==> config.mk <==
export PLATFORM = sky130hd
export DESIGN_NAME = mouse_master_ctrl
export DESIGN_NICKNAME = d
export VERILOG_FILES = /design/src/rtl/mouse_master_ctrl.sv
export SDC_FILE = /design/constraint.sdc
export NUM_CORES = 1
export LEC_CHECK = 0
export ABC_CLOCK_PERIOD_IN_PS = 3200
export CORE_MARGIN = 1
export CORE_UTILIZATION = 54
export CTS_CLUSTER_SIZE = 14
export DETAILED_ROUTE_END_ITERATION = 10
export GPL_TIMING_DRIVEN = 0
export PLACE_DENSITY_LB_ADDON = 0.25
export SYNTH_ARGS = -nofsm -noshare
export SYNTH_HDL_FRONTEND = slang
export SYNTH_SLANG_ARGS = --single-unit
==> constraint.sdc <==
create_clock -name CLK -period 3.2 [get_ports CLK]
set_clock_uncertainty 0.15 [all_clocks]
set_input_delay 0.48 -clock CLK [delete_from_list [all_inputs] [get_ports CLK]]
set_output_delay 0.48 -clock CLK [all_outputs]
set_load 0.005 [all_outputs]
==> src/rtl/mouse_master_ctrl.sv <==
// PS/2 mouse host: reset/BAT check, optional wheel negotiation, packet capture with held interrupt.
// Outputs update the cycle after the last packet byte; a command waits for BYTE_SENT and its reply.
module mouse_master_ctrl #(
  parameter int TICKS_PER_MS    = 50000,
  parameter int ACK_TIMEOUT_MS  = 20,
  parameter int BAT_TIMEOUT_MS  = 500,
  parameter int IDLE_TIMEOUT_MS = 20000,
  parameter int WHEEL_EN        = 1,
  parameter int MAX_RETRY       = 3
) (
  input  logic       CLK,
  input  logic       RESET,
  output logic       SEND_BYTE,
  output logic [7:0] BYTE_TO_SEND,
  input  logic       BYTE_SENT,
  output logic       READ_ENABLE,
  input  logic [7:0] BYTE_READ,
  input  logic [1:0] BYTE_ERROR_CODE,
  input  logic       BYTE_READY,
  output logic [7:0] MOUSE_STATUS,
  output logic [7:0] MOUSE_DX,
  output logic [7:0] MOUSE_DY,
  output logic [7:0] MOUSE_DZ,
  output logic       SEND_INTERRUPT,
  input  logic       INTERRUPT_ACK,
  output logic       WHEEL_ACTIVE,
  output logic       INIT_FAIL,
  output logic [3:0] CURRENT_STATE
);

  typedef enum logic [3:0] {
    RST_TX  = 4'd0,
    RST_ACK = 4'd1,
    BAT     = 4'd2,
    BAT_ID  = 4'd3,
    CMD_TX  = 4'd4,
    CMD_ACK = 4'd5,
    ID_RD   = 4'd6,
    STREAM  = 4'd7,
    FAIL    = 4'd8
  } state_t;

  localparam int NCMD = (WHEEL_EN != 0) ? 8 : 1;

  state_t      state, state_nxt;
  logic [31:0] tick_cnt, ms_cnt, ms_limit;
  logic        ms_tick, timeout;
  logic [2:0]  cmd_idx;
  logic [7:0]  cur_cmd, retry_cnt;
  logic        need_send, send_now;
  logic        rx_good, rx_bad, fail_evt, resend, idx_inc;
  logic [1:0]  pkt_idx;
  logic [7:0]  sh0, sh1, sh2;
  logic        pkt_take, pkt_last, pkt_done;

  // Sample-rate (F3 C8/64/50) knock sequence, then ID query, then enable streaming.
  function automatic logic [7:0] cmd_byte(input logic [2:0] i);
    logic [7:0] b;
    case (i)
      3'd0, 3'd2, 3'd4: b = 8'hF3;
      3'd1:             b = 8'hC8;
      3'd3:             b = 8'h64;
      3'd5:             b = 8'h50;
      3'd6:             b = 8'hF2;
      default:          b = 8'hF4;
    endcase
    if (WHEEL_EN == 0) b = 8'hF4;
    return b;
  endfunction

  assign ms_tick       = (tick_cnt == 32'(TICKS_PER_MS - 1));
  assign rx_good       = BYTE_READY && (BYTE_ERROR_CODE == 2'd0);
  assign rx_bad        = BYTE_READY && (BYTE_ERROR_CODE != 2'd0);
  assign cur_cmd       = cmd_byte(cmd_idx);
  assign send_now      = need_send && ((state == RST_TX) || (state == CMD_TX));
  assign timeout       = !BYTE_READY && (ms_cnt == ms_limit);
  assign CURRENT_STATE = state;

  assign pkt_last = WHEEL_ACTIVE ? (pkt_idx == 2'd3) : (pkt_idx == 2'd2);
  assign pkt_take = (state == STREAM) && rx_good && ((pkt_idx != 2'd0) || BYTE_READ[3]);
  assign pkt_done = pkt_take && pkt_last;

  always_comb begin
    ms_limit = 32'(ACK_TIMEOUT_MS);
    if (state == BAT)         ms_limit = 32'(BAT_TIMEOUT_MS);
    else if (state == STREAM) ms_limit = 32'(IDLE_TIMEOUT_MS);
  end

  always_ff @(posedge CLK or negedge RESET) begin
    if (!RESET) state <= RST_TX;
    else        state <= state_nxt;
  end

  always_comb begin
    state_nxt = state;
    fail_evt  = 1'b0;
    resend    = 1'b0;
    idx_inc   = 1'b0;
    case (state)
      RST_TX:  if (BYTE_SENT) state_nxt = RST_ACK;
      RST_ACK: if (rx_good && BYTE_READ == 8'hFA) state_nxt = BAT;
               else if (BYTE_READY || timeout) fail_evt = 1'b1;
      BAT:     if (rx_good && BYTE_READ == 8'hAA) state_nxt = BAT_ID;
               else if (BYTE_READY || timeout) fail_evt = 1'b1;
      BAT_ID:  if (rx_good && BYTE_READ == 8'h00) state_nxt = CMD_TX;
               else if (BYTE_READY || timeout) fail_evt = 1'b1;
      CMD_TX:  if (BYTE_SENT) state_nxt = CMD_ACK;
      CMD_ACK: begin
        if (rx_good && BYTE_READ == 8'hFA) begin
          if (cur_cmd == 8'hF2)                  state_nxt = ID_RD;
          else if (cmd_idx == 3'(NCMD - 1))      state_nxt = STREAM;
          else begin
            idx_inc   = 1'b1;
            state_nxt = CMD_TX;
          end
        end else if (rx_good && BYTE_READ == 8'hFE) begin
          resend = 1'b1;
        end else if (BYTE_READY || timeout) begin
          fail_evt = 1'b1;
        end
      end
      ID_RD: begin
        if (rx_good) begin
          idx_inc   = 1'b1;
          state_nxt = CMD_TX;
        end else if (BYTE_READY || timeout) begin
          fail_evt = 1'b1;
        end
      end
      STREAM:  if (timeout) state_nxt = RST_TX;
      FAIL:    state_nxt = FAIL;
      default: state_nxt = RST_TX;
    endcase
    // A resend consumes the same retry budget as a full re-initialisation.
    if (fail_evt || resend) begin
      if (retry_cnt >= 8'(MAX_RETRY - 1)) state_nxt = FAIL;
      else if (resend)                    state_nxt = CMD_TX;
      else                                state_nxt = RST_TX;
    end
  end

  always_ff @(posedge CLK or negedge RESET) begin
    if (!RESET) begin
      tick_cnt       <= 32'd0;
      ms_cnt         <= 32'd0;
      cmd_idx        <= 3'd0;
      retry_cnt      <= 8'd0;
      need_send      <= 1'b1;
      SEND_BYTE      <= 1'b0;
      BYTE_TO_SEND   <= 8'hFF;
      READ_ENABLE    <= 1'b0;
      WHEEL_ACTIVE   <= 1'b0;
      INIT_FAIL      <= 1'b0;
      pkt_idx        <= 2'd0;
      sh0            <= 8'h00;
      sh1            <= 8'h00;
      sh2            <= 8'h00;
      MOUSE_STATUS   <= 8'h00;
      MOUSE_DX       <= 8'h00;
      MOUSE_DY       <= 8'h00;
      MOUSE_DZ       <= 8'h00;
      SEND_INTERRUPT <= 1'b0;
    end else begin
      tick_cnt <= ms_tick ? 32'd0 : tick_cnt + 32'd1;
      if ((state_nxt != state) || BYTE_READY) ms_cnt <= 32'd0;
      else if (ms_tick)                       ms_cnt <= ms_cnt + 32'd1;

      SEND_BYTE <= send_now;
      if (send_now) begin
        BYTE_TO_SEND <= (state == RST_TX) ? 8'hFF : cur_cmd;
        need_send    <= 1'b0;
      end
      if ((state_nxt != state) && ((state_nxt == RST_TX) || (state_nxt == CMD_TX)))
        need_send <= 1'b1;
      READ_ENABLE <= !((state == RST_TX) || (state == CMD_TX) || (state == FAIL));

      if (state_nxt == RST_TX) cmd_idx <= 3'd0;
      else if (idx_inc)        cmd_idx <= cmd_idx + 3'd1;

      if ((state_nxt == STREAM) && (state != STREAM)) retry_cnt <= 8'd0;
      else if (fail_evt || resend)                    retry_cnt <= retry_cnt + 8'd1;

      if ((state_nxt == RST_TX) && (state != RST_TX)) WHEEL_ACTIVE <= 1'b0;
      else if ((state == ID_RD) && rx_good)           WHEEL_ACTIVE <= (BYTE_READ == 8'h03);
      if (state_nxt == FAIL) INIT_FAIL <= 1'b1;

      // The final byte bypasses the shadow so outputs land one cycle after it.
      if ((state != STREAM) || rx_bad) begin
        pkt_idx <= 2'd0;
      end else if (pkt_take) begin
        case (pkt_idx)
          2'd0:    sh0 <= BYTE_READ;
          2'd1:    sh1 <= BYTE_READ;
          default: sh2 <= BYTE_READ;
        endcase
        pkt_idx <= pkt_last ? 2'd0 : pkt_idx + 2'd1;
      end
      if (pkt_done) begin
        MOUSE_STATUS <= sh0;
        MOUSE_DX     <= sh1;
        MOUSE_DY     <= WHEEL_ACTIVE ? sh2 : BYTE_READ;
        MOUSE_DZ     <= WHEEL_ACTIVE ? BYTE_READ : 8'h00;
      end

      if (pkt_done)           SEND_INTERRUPT <= 1'b1;
      else if (INTERRUPT_ACK) SEND_INTERRUPT <= 1'b0;
    end
  end

endmodule

==> results_dict.tcl, run 1 <==
set metrics [dict create \
    cp-end-kind "flip-flop" \
    start_util 0.564 \
    cts-htree-levels 4 \
    postPlaceCellArea_sq_um 8430 \
    ioPinCount 64 \
    cts.reportedPaths.clkPinSlew_ns 0.06 \
    synthesis.area_per_instance_sq_um 10.0 \
    antenna_violations_before_repair 0 \
    min_period_ns 3.14 \
    timing_worst_setup_path_type "input port to flip-flop" \
    portBuffers 59 \
    via_count_of_the_first_global_routing_pass 5885 \
    hold_path.class "flip-flop to flip-flop" \
    worst_setup_path_start_kind "input port" \
    final.fill_count 1054 \
    grt_use_total 0.243 \
    cts-root-buf "sky130_fd_sc_hd__clkbuf_16" \
    synth_area_leader_cell "sky130_fd_sc_hd__dfrtp_1" \
    areaGrowthSynthToFinish_pct 20.1 \
    hp_start "sh0[3]" \
    post-dp-hpwl_um 11300 \
    grt-ovfl-total 0 \
    residual_drc 0 \
    synth_cells 757 \
    worst-r2r-cell-count 8 \
    critPathMostFrequentCell "sky130_fd_sc_hd__buf_2" \
    placed_cells_incl_taps 993 \
    hold_violations 0 \
    synth_fp_nets 785 \
    final_layout_size_suffix_gt1_frac 0.157 \
    final-setup-viol-count 0 \
    power.density_nw_per_um2 525 \
    critical_path.reg2reg.startpoint "CURRENT_STATE[3]" \
    critical_path.startpoint "BYTE_ERROR_CODE[1]" \
    critical_path.max_stage_delay_ns 0.48 \
    crit_path_cell_trace "clkdlybuf4s50_1 > or3b_1 > buf_2 > or4_4 > a211o_1 > buf_2 > a31oi_2 > o221ai_4 > buf_6 > nor3_2" \
    antenna-diode-count 0 \
    routabilityCongestion 0.844 \
    die-height_um 121 \
    crit_slowest_cell "sky130_fd_sc_hd__or4_4" \
    total_count_of_max_transition_violations_in_the_final_report 0 \
    synth_largest_type_area_fraction 0.468 \
    final_cell_mix "142 x sky130_fd_sc_hd__dfrtp_1, 117 x sky130_fd_sc_hd__nand2_1, 56 x sky130_fd_sc_hd__nor2_1, 56 x sky130_fd_sc_hd__clkdlybuf4s50_1, 39 x sky130_fd_sc_hd__xnor2_1" \
    path_delay_family "buffers and inverters" \
    finalCritPeriodShare 0.981 \
    grt_pass1_wl_um 27900 \
    post-route-cell-area_sq_um 9120 \
    number_of_rows_created_at_floorplan 42 \
    cts_inserted_buffers 17 \
    worst_slew_pin_slew_ns 1.07 \
    critical_path_cell_count 10 \
    detail_route.vias_per_cell 5.63 \
    count_of_flip_flops_with_a_built_in_enable_after_synthesis 0 \
    cts_sinks 150 \
    drt_wl_total_um 16400 \
    drt.antenna.violating_nets 0 \
    grt_max_degree 101 \
    drt_pre_antenna_iters 4 \
    die_area_sq_um 14500 \
    layout.cells.most_common "sky130_fd_sc_hd__dfrtp_1" \
    drtIter0Drc 346 \
    status "complete, no violations" \
    tritoncts "yes" \
    arrival_worst_endpoint_ns 3.34 \
    routedWlPerCell_um 16.0 \
    nets_final 867 \
    die_x_um 121 \
    synth_seq_cells 150 \
    holdPathStages 1 \
    setup_repair_after_global_routing_missed_its_margin "yes" \
    max_clock_freq_ghz 0.319 \
    synthTopCellsByArea "sky130_fd_sc_hd__dfrtp_1 47%, sky130_fd_sc_hd__nand2_1 5.8%, sky130_fd_sc_hd__xnor2_1 4.5%, sky130_fd_sc_hd__nor3_2 4.0%, sky130_fd_sc_hd__mux2_2 3.4%" \
    cp_num_buf_inv 4 \
    largest_voltage_drop_on_the_vdd_net_mv 0.335 \
    synth.yosys.warnings 0 \
    cts_buffer_depth 2 \
    critical_path_maximum_fanout 10 \
    fp.coreArea_sq_um 13500 \
    critical_path_required_ns 3.40 \
    num_vias 5784 \
    async_reset_ff_frac 1.00 \
    drv_cap 0 \
    worstSkewPairLatency_ns 0.43 \
    ys_seq_area_frac 0.496 \
    netlist_area_before_placement_sq_um 7590 \
    max_slew_margin 0.282 \
    yosys_most_used_dff "sky130_fd_sc_hd__dfrtp_1" \
    finish.cell_count_without_fillers 1028 \
    static_leakage_nw 3.90 \
    synthDistinctLibCells 62 \
]
-- logic make-up after synthesis --
group / Yosys count / share of synthesized area
AOI/OAI and AO/OA: 65 / 0.0610
xor gates and xnor gates: 68 / 0.0784
and+or+nand+nor: 362 / 0.258
DFF: 150 / 0.496
adders and majority gates: 13 / 0.0214
muxes: 33 / 0.0480
other: 1 / 0.000494
buffers and inverters: 65 / 0.0372
-- state kept, by name, summed over array words and instances (netlist names), 2 cells and up --
| name | cells |
|---|---|
| CURRENT_STATE | 4 |
| sh0 | 8 |
| cmd_idx | 3 |
| MOUSE_DY | 8 |
| tick_cnt | 32 |
| sh1 | 8 |
| MOUSE_DZ | 8 |
| ms_cnt | 32 |
| MOUSE_DX | 8 |
| retry_cnt | 8 |
| BYTE_TO_SEND | 7 |
| sh2 | 8 |
| MOUSE_STATUS | 8 |
| pkt_idx | 2 |
-- synthesized netlist by cell type, types with 7 or more instances --
master	number
sky130_fd_sc_hd__nand4_1	27
sky130_fd_sc_hd__a21oi_1	12
sky130_fd_sc_hd__clkbuf_1	23
sky130_fd_sc_hd__nor3_1	23
sky130_fd_sc_hd__buf_4	9
sky130_fd_sc_hd__xnor2_1	39
sky130_fd_sc_hd__and3_1	8
sky130_fd_sc_hd__nand2_1	117
sky130_fd_sc_hd__dfrtp_1	142
sky130_fd_sc_hd__dfstp_2	8
sky130_fd_sc_hd__nor4_1	22
sky130_fd_sc_hd__inv_1	27
sky130_fd_sc_hd__nand3_1	32
sky130_fd_sc_hd__xor2_1	29
sky130_fd_sc_hd__mux2i_1	9
sky130_fd_sc_hd__o21ai_0	16
sky130_fd_sc_hd__and4_1	7
sky130_fd_sc_hd__nor2_1	57
sky130_fd_sc_hd__mux2_2	23
sky130_fd_sc_hd__nor3_2	30
sky130_fd_sc_hd__a31oi_1	7
sky130_fd_sc_hd__ha_1	13
-- worst paths after layout --
kind	to	slack [ns]
setup / recovery	ms_cnt[2]	0.06
hold / removal	sh0[3]	0.32
setup reg to reg	retry_cnt[7]	0.07
hold reg to reg	sh0[3]	0.32
max in group asynchronous	ms_cnt[28]	1.67
min in group asynchronous	SEND_INTERRUPT	0.40
-- power breakdown --
part           leakage (nW)  total, W  internal, W  switching (W)
combinational          1.62  0.000920     0.000339       0.000581
clock                 0.254   0.00184      0.00102       0.000817
sequential             2.03   0.00203      0.00197      0.0000669
total                  3.90   0.00479      0.00333        0.00146
-- cell type report --
class,instances,area [sq um],share of cell area
flip-flops and latches,150,3760,0.413
multi-input cells,542,3640,0.399
repair buffers,63,646,0.0708
clock buffers,20,447,0.0490
well taps,176,220,0.0241
plain buffers,38,205,0.0225
inverters,27,101,0.0111
clock inverters,12,96.3,0.0106
-- worst reg2reg max path: stages (launching register included) --
cell,delay [ns]
sky130_fd_sc_hd__dfrtp_1,0.40
sky130_fd_sc_hd__buf_2,0.18
sky130_fd_sc_hd__or4b_1,0.66
sky130_fd_sc_hd__a221oi_4,0.40
sky130_fd_sc_hd__a31o_2,0.26
sky130_fd_sc_hd__buf_4,0.19
sky130_fd_sc_hd__nand3_2,0.12
sky130_fd_sc_hd__or4_1,0.54
sky130_fd_sc_hd__a21oi_1,0.16
-- what timing repair did --
action	CTS	global route
pin swaps	3	2
setup buffers	0	2
hold endpoints to repair	42	0
setup endpoints to repair	46	52
resized for setup	7	18
hold buffers	1	0
-- metrics by stage --
step | hold WS (ns) | util | worst slack [ns] | setup TNS, ns | power, W
global route | 0.336 | 0.678 | -0.0816 | -1.63 | 0.00498
detailed placement | 0.302 | 0.627 | -0.598 | -31.19 | 0.00291
global placement | 0.291 | 0.625 | -4.17 | -638.50 | 0.00288
floorplan | 0.0344 | - | 0.298 | 0 | 0.00264
finish | 0.317 | 0.678 | 0.0604 | 0 | 0.00479
CTS | 0.319 | 0.670 | 0.0104 | 0 | 0.00476
-- metal layers --
metal  routed length (um)  track usage  up-vias
li1                     -            -     2802
met1                 7160        0.304     2828
met2                 8230        0.416      126
met3                  721       0.0491       28
met4                  297       0.0918        0
met5                    0            0        -
Note: power is estimated with default switching activity, not from simulation.
==> run 2: changes to the inputs <==
--- a/config.mk
+++ b/config.mk
@@ -11,7 +11,9 @@
 export CTS_CLUSTER_SIZE = 14
 export DETAILED_ROUTE_END_ITERATION = 10
 export GPL_TIMING_DRIVEN = 0
+export MAX_ROUTING_LAYER = met4
 export PLACE_DENSITY_LB_ADDON = 0.25
+export REMOVE_ABC_BUFFERS = 1
 export SYNTH_ARGS = -nofsm -noshare
 export SYNTH_HDL_FRONTEND = slang
 export SYNTH_SLANG_ARGS = --single-unit
==> run 2 against run 1 <==
  * Non-clock buffer count decreased by 28
  * Cell area decreased by 0.63%
  * Utilization decreased by 0.43 points
  * Routed wire length increased by 0.60%
  * First-iteration DRC count increased by 23%
  * Setup slack improved by 0.024 ns
  * Critical path depth decreased by 4
  * Clock power about the same
  * Via count decreased by 0.61%
  * Worst hold slack got worse by 0.0044 ns
==> results_dict.tcl, run 2 (synthesis gave the netlist of run 1 again) <==
set metrics [dict create \
    status "complete, no violations" \
    final.fill_count 1004 \
    power.combinational.fraction 0.200 \
    tritoncts "yes" \
    via_count_of_the_first_global_routing_pass 5802 \
    regArea_sq_um 3770 \
    grt_max_degree 84 \
    arrival_worst_endpoint_ns 3.23 \
    drt.antenna.violating_nets 0 \
    grt_pass1_wl_um 27600 \
    post-dp-hpwl_um 10700 \
    postPlaceCellArea_sq_um 8310 \
    cp-end-kind "flip-flop" \
    rr_endpoint "retry_cnt[7]" \
    detail_route.vias_per_cell 5.74 \
    final_cell_mix "139 x sky130_fd_sc_hd__dfrtp_1, 117 x sky130_fd_sc_hd__nand2_1, 60 x sky130_fd_sc_hd__clkdlybuf4s50_1" \
    max_slew_margin 0.211 \
    timing_endpoint_of_the_critical_path "MOUSE_DY[0]" \
    cts_buffer_depth 2 \
    drv_cap 0 \
    die_area_sq_um 14500 \
    critical_path_maximum_fanout 41 \
    largest_voltage_drop_on_the_vdd_net_mv 0.401 \
    worst_slew_pin_slew_ns 1.17 \
    static_leakage_nw 3.86 \
    routabilityCongestion 0.825 \
    cts-root-buf "sky130_fd_sc_hd__clkbuf_16" \
    final_layout_size_suffix_gt1_frac 0.161 \
    hold_violations 0 \
    critical_path_required_ns 3.32 \
    start_util 0.564 \
    cts.reportedPaths.clkPinSlew_ns 0.07 \
    portBuffers 62 \
    power.share.switching 0.315 \
    max_clock_freq_ghz 0.321 \
    placed_cells_incl_taps 959 \
    setup_repair_after_global_routing_missed_its_margin "yes" \
    hold_path.class "flip-flop to flip-flop" \
    ioPinCount 64 \
    critical_path.reg2reg.startpoint "CURRENT_STATE[2]" \
    drt_wl_total_um 16500 \
    nets_final 841 \
    drtIter0Drc 426 \
    sequentialPowerShare 0.422 \
    registers_with_the_most_flip_flops "ms_cnt: 32 flops, tick_cnt: 32 flops" \
    worstSkewPairLatency_ns 0.44 \
    net-switching-power_w 0.00154 \
    grt_use_total 0.248 \
    antenna-diode-count 0 \
    ff2ff_setup_slack_ns 0.11 \
    cts_inserted_buffers 17 \
    internal_power_w 0.00335 \
    worst_setup_path_start_kind "input port" \
    die_x_um 121 \
    power.density_nw_per_um2 540 \
    clock_power_share 0.378 \
    dpl_worst_slack_ns -1.06 \
    finish.cell_count_without_fillers 1002 \
    cts_sinks 150 \
    fin_tns_setup_ns 0 \
    fp.coreArea_sq_um 13500 \
    final-setup-viol-count 0 \
    die-height_um 121 \
    post-route-cell-area_sq_um 9060 \
    grt-ovfl-total 0 \
    drt_pre_antenna_iters 4 \
    holdPathStages 1 \
    worst-r2r-cell-count 8 \
    finalCritPeriodShare 0.974 \
    routedWlPerCell_um 16.5 \
    min_period_ns 3.12 \
    layout.cells.most_common "sky130_fd_sc_hd__dfrtp_1" \
    multiInputGateArea_sq_um 3680 \
    timing_worst_setup_path_type "input port to flip-flop" \
    residual_drc 0 \
    antenna_violations_before_repair 0 \
    num_vias 5749 \
    number_of_rows_created_at_floorplan 42 \
    critical_path.startpoint "BYTE_ERROR_CODE[0]" \
    postLayoutSetupSlackWorst_ns 0.0847 \
    areaGrowthSynthToFinish_pct 19.3 \
    cts-htree-levels 4 \
    total_count_of_max_transition_violations_in_the_final_report 0 \
]
[run 2: changes by cell type in the layout (fill, tap and decap cells not counted), moves of 3 or more]
| cell | previous run | this run |
|---|---|---|
| sky130_fd_sc_hd__clkbuf_1 | 24 | 1 |
| sky130_fd_sc_hd__buf_2 | 4 | 0 |
| sky130_fd_sc_hd__dfrtp_2 | 0 | 3 |
| sky130_fd_sc_hd__buf_6 | 7 | 1 |
| sky130_fd_sc_hd__dfrtp_1 | 142 | 139 |
| sky130_fd_sc_hd__clkdlybuf4s50_1 | 56 | 60 |
[run 2: per-stage QoR]
stage | utilization | hold WS, ns | power (W)
finish | 0.674 | 0.313 | 0.00489
CTS | 0.669 | 0.317 | 0.00486
detailed placement | 0.618 | 0.306 | 0.00284
global placement | 0.613 | 0.289 | 0.00279
floorplan | - | 0.0344 | 0.00256
global route | 0.674 | 0.340 | 0.00508
[run 2: cell type report]
type                    count  share of cell area
flip-flops and latches    150               0.416
multi-input cells         544               0.406
clock buffers              18              0.0474
inverters                  27              0.0112
repair buffers             73              0.0829
clock inverters            14              0.0127
well taps                 176              0.0243
[run 2: worst max-delay path, cell delays in order]
cell	delay, ns
sky130_fd_sc_hd__clkdlybuf4s50_1	0.42
sky130_fd_sc_hd__or3b_4	0.46
sky130_fd_sc_hd__nor3_1	0.63
sky130_fd_sc_hd__nand3_2	0.81
sky130_fd_sc_hd__nand2_1	0.30
sky130_fd_sc_hd__o21ai_0	0.13
[run 2: power groups by stage]
| stage | registers [W] | clock network (W) | logic [W] |
|---|---|---|---|
| finish | 0.00206 | 0.00185 | 0.000978 |
| global route | 0.00207 | 0.00196 | 0.00104 |
| CTS | 0.00206 | 0.00187 | 0.000930 |
| detailed placement | 0.00209 | 0 | 0.000747 |
| global placement | 0.00209 | 0 | 0.000702 |
| floorplan | 0.00207 | 0 | 0.000481 |
[run 2: timing repair]
item | CTS | global route
gates cloned | 1 | 1
setup endpoints to repair | 86 | 83
resized for setup | 11 | 9
hold endpoints to repair | 67 | 0
pin swaps | 4 | 1
buffers inserted | 7 | 1
hold buffers | 1 | 0
[run 2: how the worst min path moves through the flow]
| stage | startpoint | slack, ns | end |
|---|---|---|---|
| after floorplan | RESET | 0.03 | CURRENT_STATE[0] |
| after global placement | tick_cnt[0] | 0.29 | tick_cnt[0] |
| after detailed placement | MOUSE_DZ[2] | 0.31 | MOUSE_DZ[2] |
| after CTS | tick_cnt[0] | 0.32 | tick_cnt[0] |
| after global routing | INIT_FAIL | 0.34 | INIT_FAIL |
| final | tick_cnt[0] | 0.31 | tick_cnt[0] |
[run 2: routing by layer]
metal,GRT usage,up-vias,routed length (um)
li1,-,2761,-
met5,-,-,0
met4,0.0980,0,325
met2,0.409,120,8520
met1,0.305,2843,7080
met3,0.0448,25,586
==> run 3: changes to the inputs <==
--- a/config.mk
+++ b/config.mk
@@ -5,6 +5,7 @@
 export SDC_FILE = /design/constraint.sdc
 export NUM_CORES = 1
 export LEC_CHECK = 0
+export ABC_AREA = 1
 export ABC_CLOCK_PERIOD_IN_PS = 3200
 export CORE_MARGIN = 1
 export CORE_UTILIZATION = 54
==> run 3 against run 2 <==
  * Cell count increased by 25%
  * Fmax increased by 5.3%
  * Total power decreased by 2.3%
  * Cell area increased by 2.4%
  * Synthesized cell count increased by 31%
  * Die area increased by 3.3%
  * Routed wire length increased by 3.1%
  * Area after synthesis increased by 3.4%
  * Sequential power about the same
  * Critical path type unchanged
  * Critical endpoint is now ms_cnt[28]
==> results_dict.tcl, run 3 <==
set metrics [dict create \
    power.share.switching 0.292 \
    drv_cap 0 \
    power.combinational.fraction 0.139 \
    synthesis.area_per_instance_sq_um 7.91 \
    worstSkewPairLatency_ns 0.43 \
    rr_endpoint "ms_cnt[29]" \
    total_count_of_max_transition_violations_in_the_final_report 0 \
    drtIter0Drc 443 \
    synth_cells 993 \
    path_delay_family "simple AND/OR/NAND/NOR gates" \
    registers_with_the_most_flip_flops "ms_cnt: 32 flops, tick_cnt: 32 flops" \
    placed_cells_incl_taps 1219 \
    synth_seq_cells 150 \
    cts_inserted_buffers 17 \
    critical_path_maximum_fanout 32 \
    hold_path.class "flip-flop to flip-flop" \
    final-setup-viol-count 0 \
    final.fill_count 1173 \
    worst_slew_pin_slew_ns 0.747 \
    worst_setup_path_start_kind "input port" \
    max_slew_margin 0.500 \
    grt_use_total 0.255 \
    post-synth-top-count-cell "sky130_fd_sc_hd__nand2_1" \
    async_reset_ff_frac 1.00 \
    areaGrowthSynthToFinish_pct 18.2 \
    cp-end-kind "flip-flop" \
    detail_route.vias_per_cell 5.31 \
    ys_seq_area_frac 0.479 \
    internal_power_w 0.00338 \
    min_period_ns 2.96 \
    largest_voltage_drop_on_the_vdd_net_mv 0.414 \
    static_leakage_nw 4.37 \
    synthDistinctLibCells 41 \
    postLayoutCoreUtil 0.661 \
    max_clock_freq_ghz 0.338 \
    net-switching-power_w 0.00140 \
    regArea_sq_um 3760 \
    worst-r2r-cell-count 14 \
    die_area_sq_um 15000 \
    critical_path.max_stage_delay_ns 0.49 \
    portBuffers 62 \
    yosys_most_used_dff "sky130_fd_sc_hd__dfrtp_1" \
    routedWlPerCell_um 13.6 \
    crit_path_cell_trace "clkdlybuf4s50_1 > inv_1 > nand4_1 > nor2_1 > nand2_1 > nand2_1 > nand4_2 > nand2_4 > nand2_1 > nand2_2 > nor2_1 > nor2_1 > nand3_4 > nor2_2" \
    setup_repair_after_global_routing_missed_its_margin "no" \
    drt.antenna.violating_nets 0 \
    timing.hold.worst_endpoint "sh0[3]" \
    drt_pre_antenna_iters 5 \
    status "complete, no violations" \
    tritoncts "yes" \
    synth_largest_type_area_fraction 0.453 \
    hold_violations 0 \
    finalPower_w 0.00478 \
    cts_sinks 150 \
    holdPathStages 2 \
    antenna-diode-count 0 \
    netlist_area_before_placement_sq_um 7850 \
    synth.yosys.warnings 0 \
    arrival_worst_endpoint_ns 3.15 \
    start_util 0.559 \
    drt_wl_total_um 17000 \
    synth_area_leader_cell "sky130_fd_sc_hd__dfrtp_1" \
    fp.coreArea_sq_um 14000 \
    post_cts.repair.setup_buffers 0 \
    count_of_flip_flops_with_a_built_in_enable_after_synthesis 0 \
    critical_path.reg2reg.startpoint "tick_cnt[0]" \
    residual_drc 0 \
    grt_max_degree 94 \
    ioPinCount 64 \
    antenna_violations_before_repair 0 \
    cts-root-buf "sky130_fd_sc_hd__clkbuf_16" \
    cp_num_buf_inv 2 \
    final_layout_size_suffix_gt1_frac 0.0951 \
    clock_power_share 0.434 \
    multiInputGateArea_sq_um 3480 \
    synth_common_cells "243 x sky130_fd_sc_hd__nand2_1, 142 x sky130_fd_sc_hd__dfrtp_1, 131 x sky130_fd_sc_hd__inv_1, 128 x sky130_fd_sc_hd__nor2_1, 44 x sky130_fd_sc_hd__xor2_1" \
    finalCritPeriodShare 0.924 \
    sequentialPowerShare 0.428 \
    hp_start "sh0[3]" \
    crit_slowest_cell "sky130_fd_sc_hd__clkdlybuf4s50_1" \
    cts_buffer_depth 2 \
    finish.cell_count_without_fillers 1253 \
    die-height_um 123 \
    timing_worst_setup_path_type "input port to flip-flop" \
    critical_path_required_ns 3.40 \
    final_cell_mix "241 x sky130_fd_sc_hd__nand2_1, 142 x sky130_fd_sc_hd__dfrtp_1, 130 x sky130_fd_sc_hd__inv_1" \
    cts-htree-levels 4 \
    layout.cells.most_common "sky130_fd_sc_hd__nand2_1" \
    die_x_um 123 \
    post-dp-hpwl_um 11800 \
    nets_final 1088 \
    routabilityCongestion 0.891 \
    power.density_nw_per_um2 515 \
    cts.reportedPaths.clkPinSlew_ns 0.07 \
    grt-ovfl-total 0 \
    ff2ff_setup_slack_ns 0.36 \
    grt_pass1_wl_um 28900 \
    number_of_rows_created_at_floorplan 43 \
    synthTopCellsByArea "sky130_fd_sc_hd__dfrtp_1 45%, sky130_fd_sc_hd__nand2_1 12%, sky130_fd_sc_hd__inv_1 6.3%, sky130_fd_sc_hd__nor2_1 6.1%, sky130_fd_sc_hd__xor2_1 4.9%" \
    via_count_of_the_first_global_routing_pass 6125 \
    num_vias 6654 \
]
-- run 3: power groups by stage --
stage / clock [W] / sequential [W] / combinational, W
2_1_floorplan: 0 / 0.00207 / 0.000431
4_1_cts: 0.00210 / 0.00204 / 0.000669
6_report: 0.00207 / 0.00204 / 0.000663
5_1_grt: 0.00217 / 0.00206 / 0.000756
3_5_place_dp: 0 / 0.00208 / 0.000655
3_3_place_gp: 0 / 0.00208 / 0.000642
-- run 3: worst max-delay path by stage --
stage	from	endpoint	slack (ns)	cells after the start
detailed placement	BYTE_ERROR_CODE[1]	MOUSE_DY[2]	-0.64	10
global placement	RESET	ms_cnt[28]	-4.46	1
global route	BYTE_READ[5]	ms_cnt[28]	0.03	14
CTS	tick_cnt[0]	ms_cnt[29]	0.20	14
floorplan	BYTE_ERROR_CODE[1]	ms_cnt[0]	0.57	13
finish	BYTE_READ[5]	ms_cnt[28]	0.24	14
-- run 3: layout make-up --
type                       count  area share
sequential                   150       0.406
multi-input combinational    685       0.375
timing repair buffer          64      0.0711
inverter                     141      0.0575
clock buffer                  17      0.0459
tap                          180      0.0243
clock inverter                15      0.0197
timing repair inverter         1    0.000809
-- run 3: layer usage --
layer | share of wire | vias to the layer above | global-route usage
met2 | 0.47 | 175 | 0.399
met4 | 0.017 | 0 | 0.0907
met5 | 0 | - | -
met3 | 0.050 | 21 | 0.0562
li1 | - | 3297 | -
met1 | 0.47 | 3161 | 0.327
-- run 3: repair_timing --
item / in CTS / in global routing
cloned: 1 / 0
hold endpoints to repair: 49 / 0
endpoints found under the setup margin: 55 / 3
gates resized for setup: 4 / 1
hold buffers: 1 / 0
-- run 3: cell families (layout without fill, tap and decap cells) --
family / Yosys count / count (layout) / share of synthesized area
AOI/OAI and AO/OA: 85 / 85 / 0.0633
xor gates and xnor gates: 48 / 48 / 0.0536
adders and majority gates: 13 / 13 / 0.0207
buffers and inverters: 158 / 238 / 0.0789
DFF: 150 / 150 / 0.479
other: 1 / 1 / 0.000478
and+or+nand+nor: 538 / 538 / 0.304
-- run 3: worst min-delay path: cells and delay by family, from the launching register on --
kind	cells	cell delay (ns)
buf+inv	1	0.04
simple gates	1	0.05
flops	1	0.33
-- run 3: metrics by stage --
stage | setup TNS (ns) | setup slack, ns | area, sq um | hold WS [ns]
finish | 0 | 0.243 | 9280 | 0.304
global route | 0 | 0.0307 | 9280 | 0.322
CTS | 0 | 0.200 | 9270 | 0.306
detailed placement | -28.50 | -0.641 | 8630 | 0.289
global placement | -678.71 | -4.46 | 8610 | 0.285
floorplan | 0 | 0.565 | 7760 | 0.0344
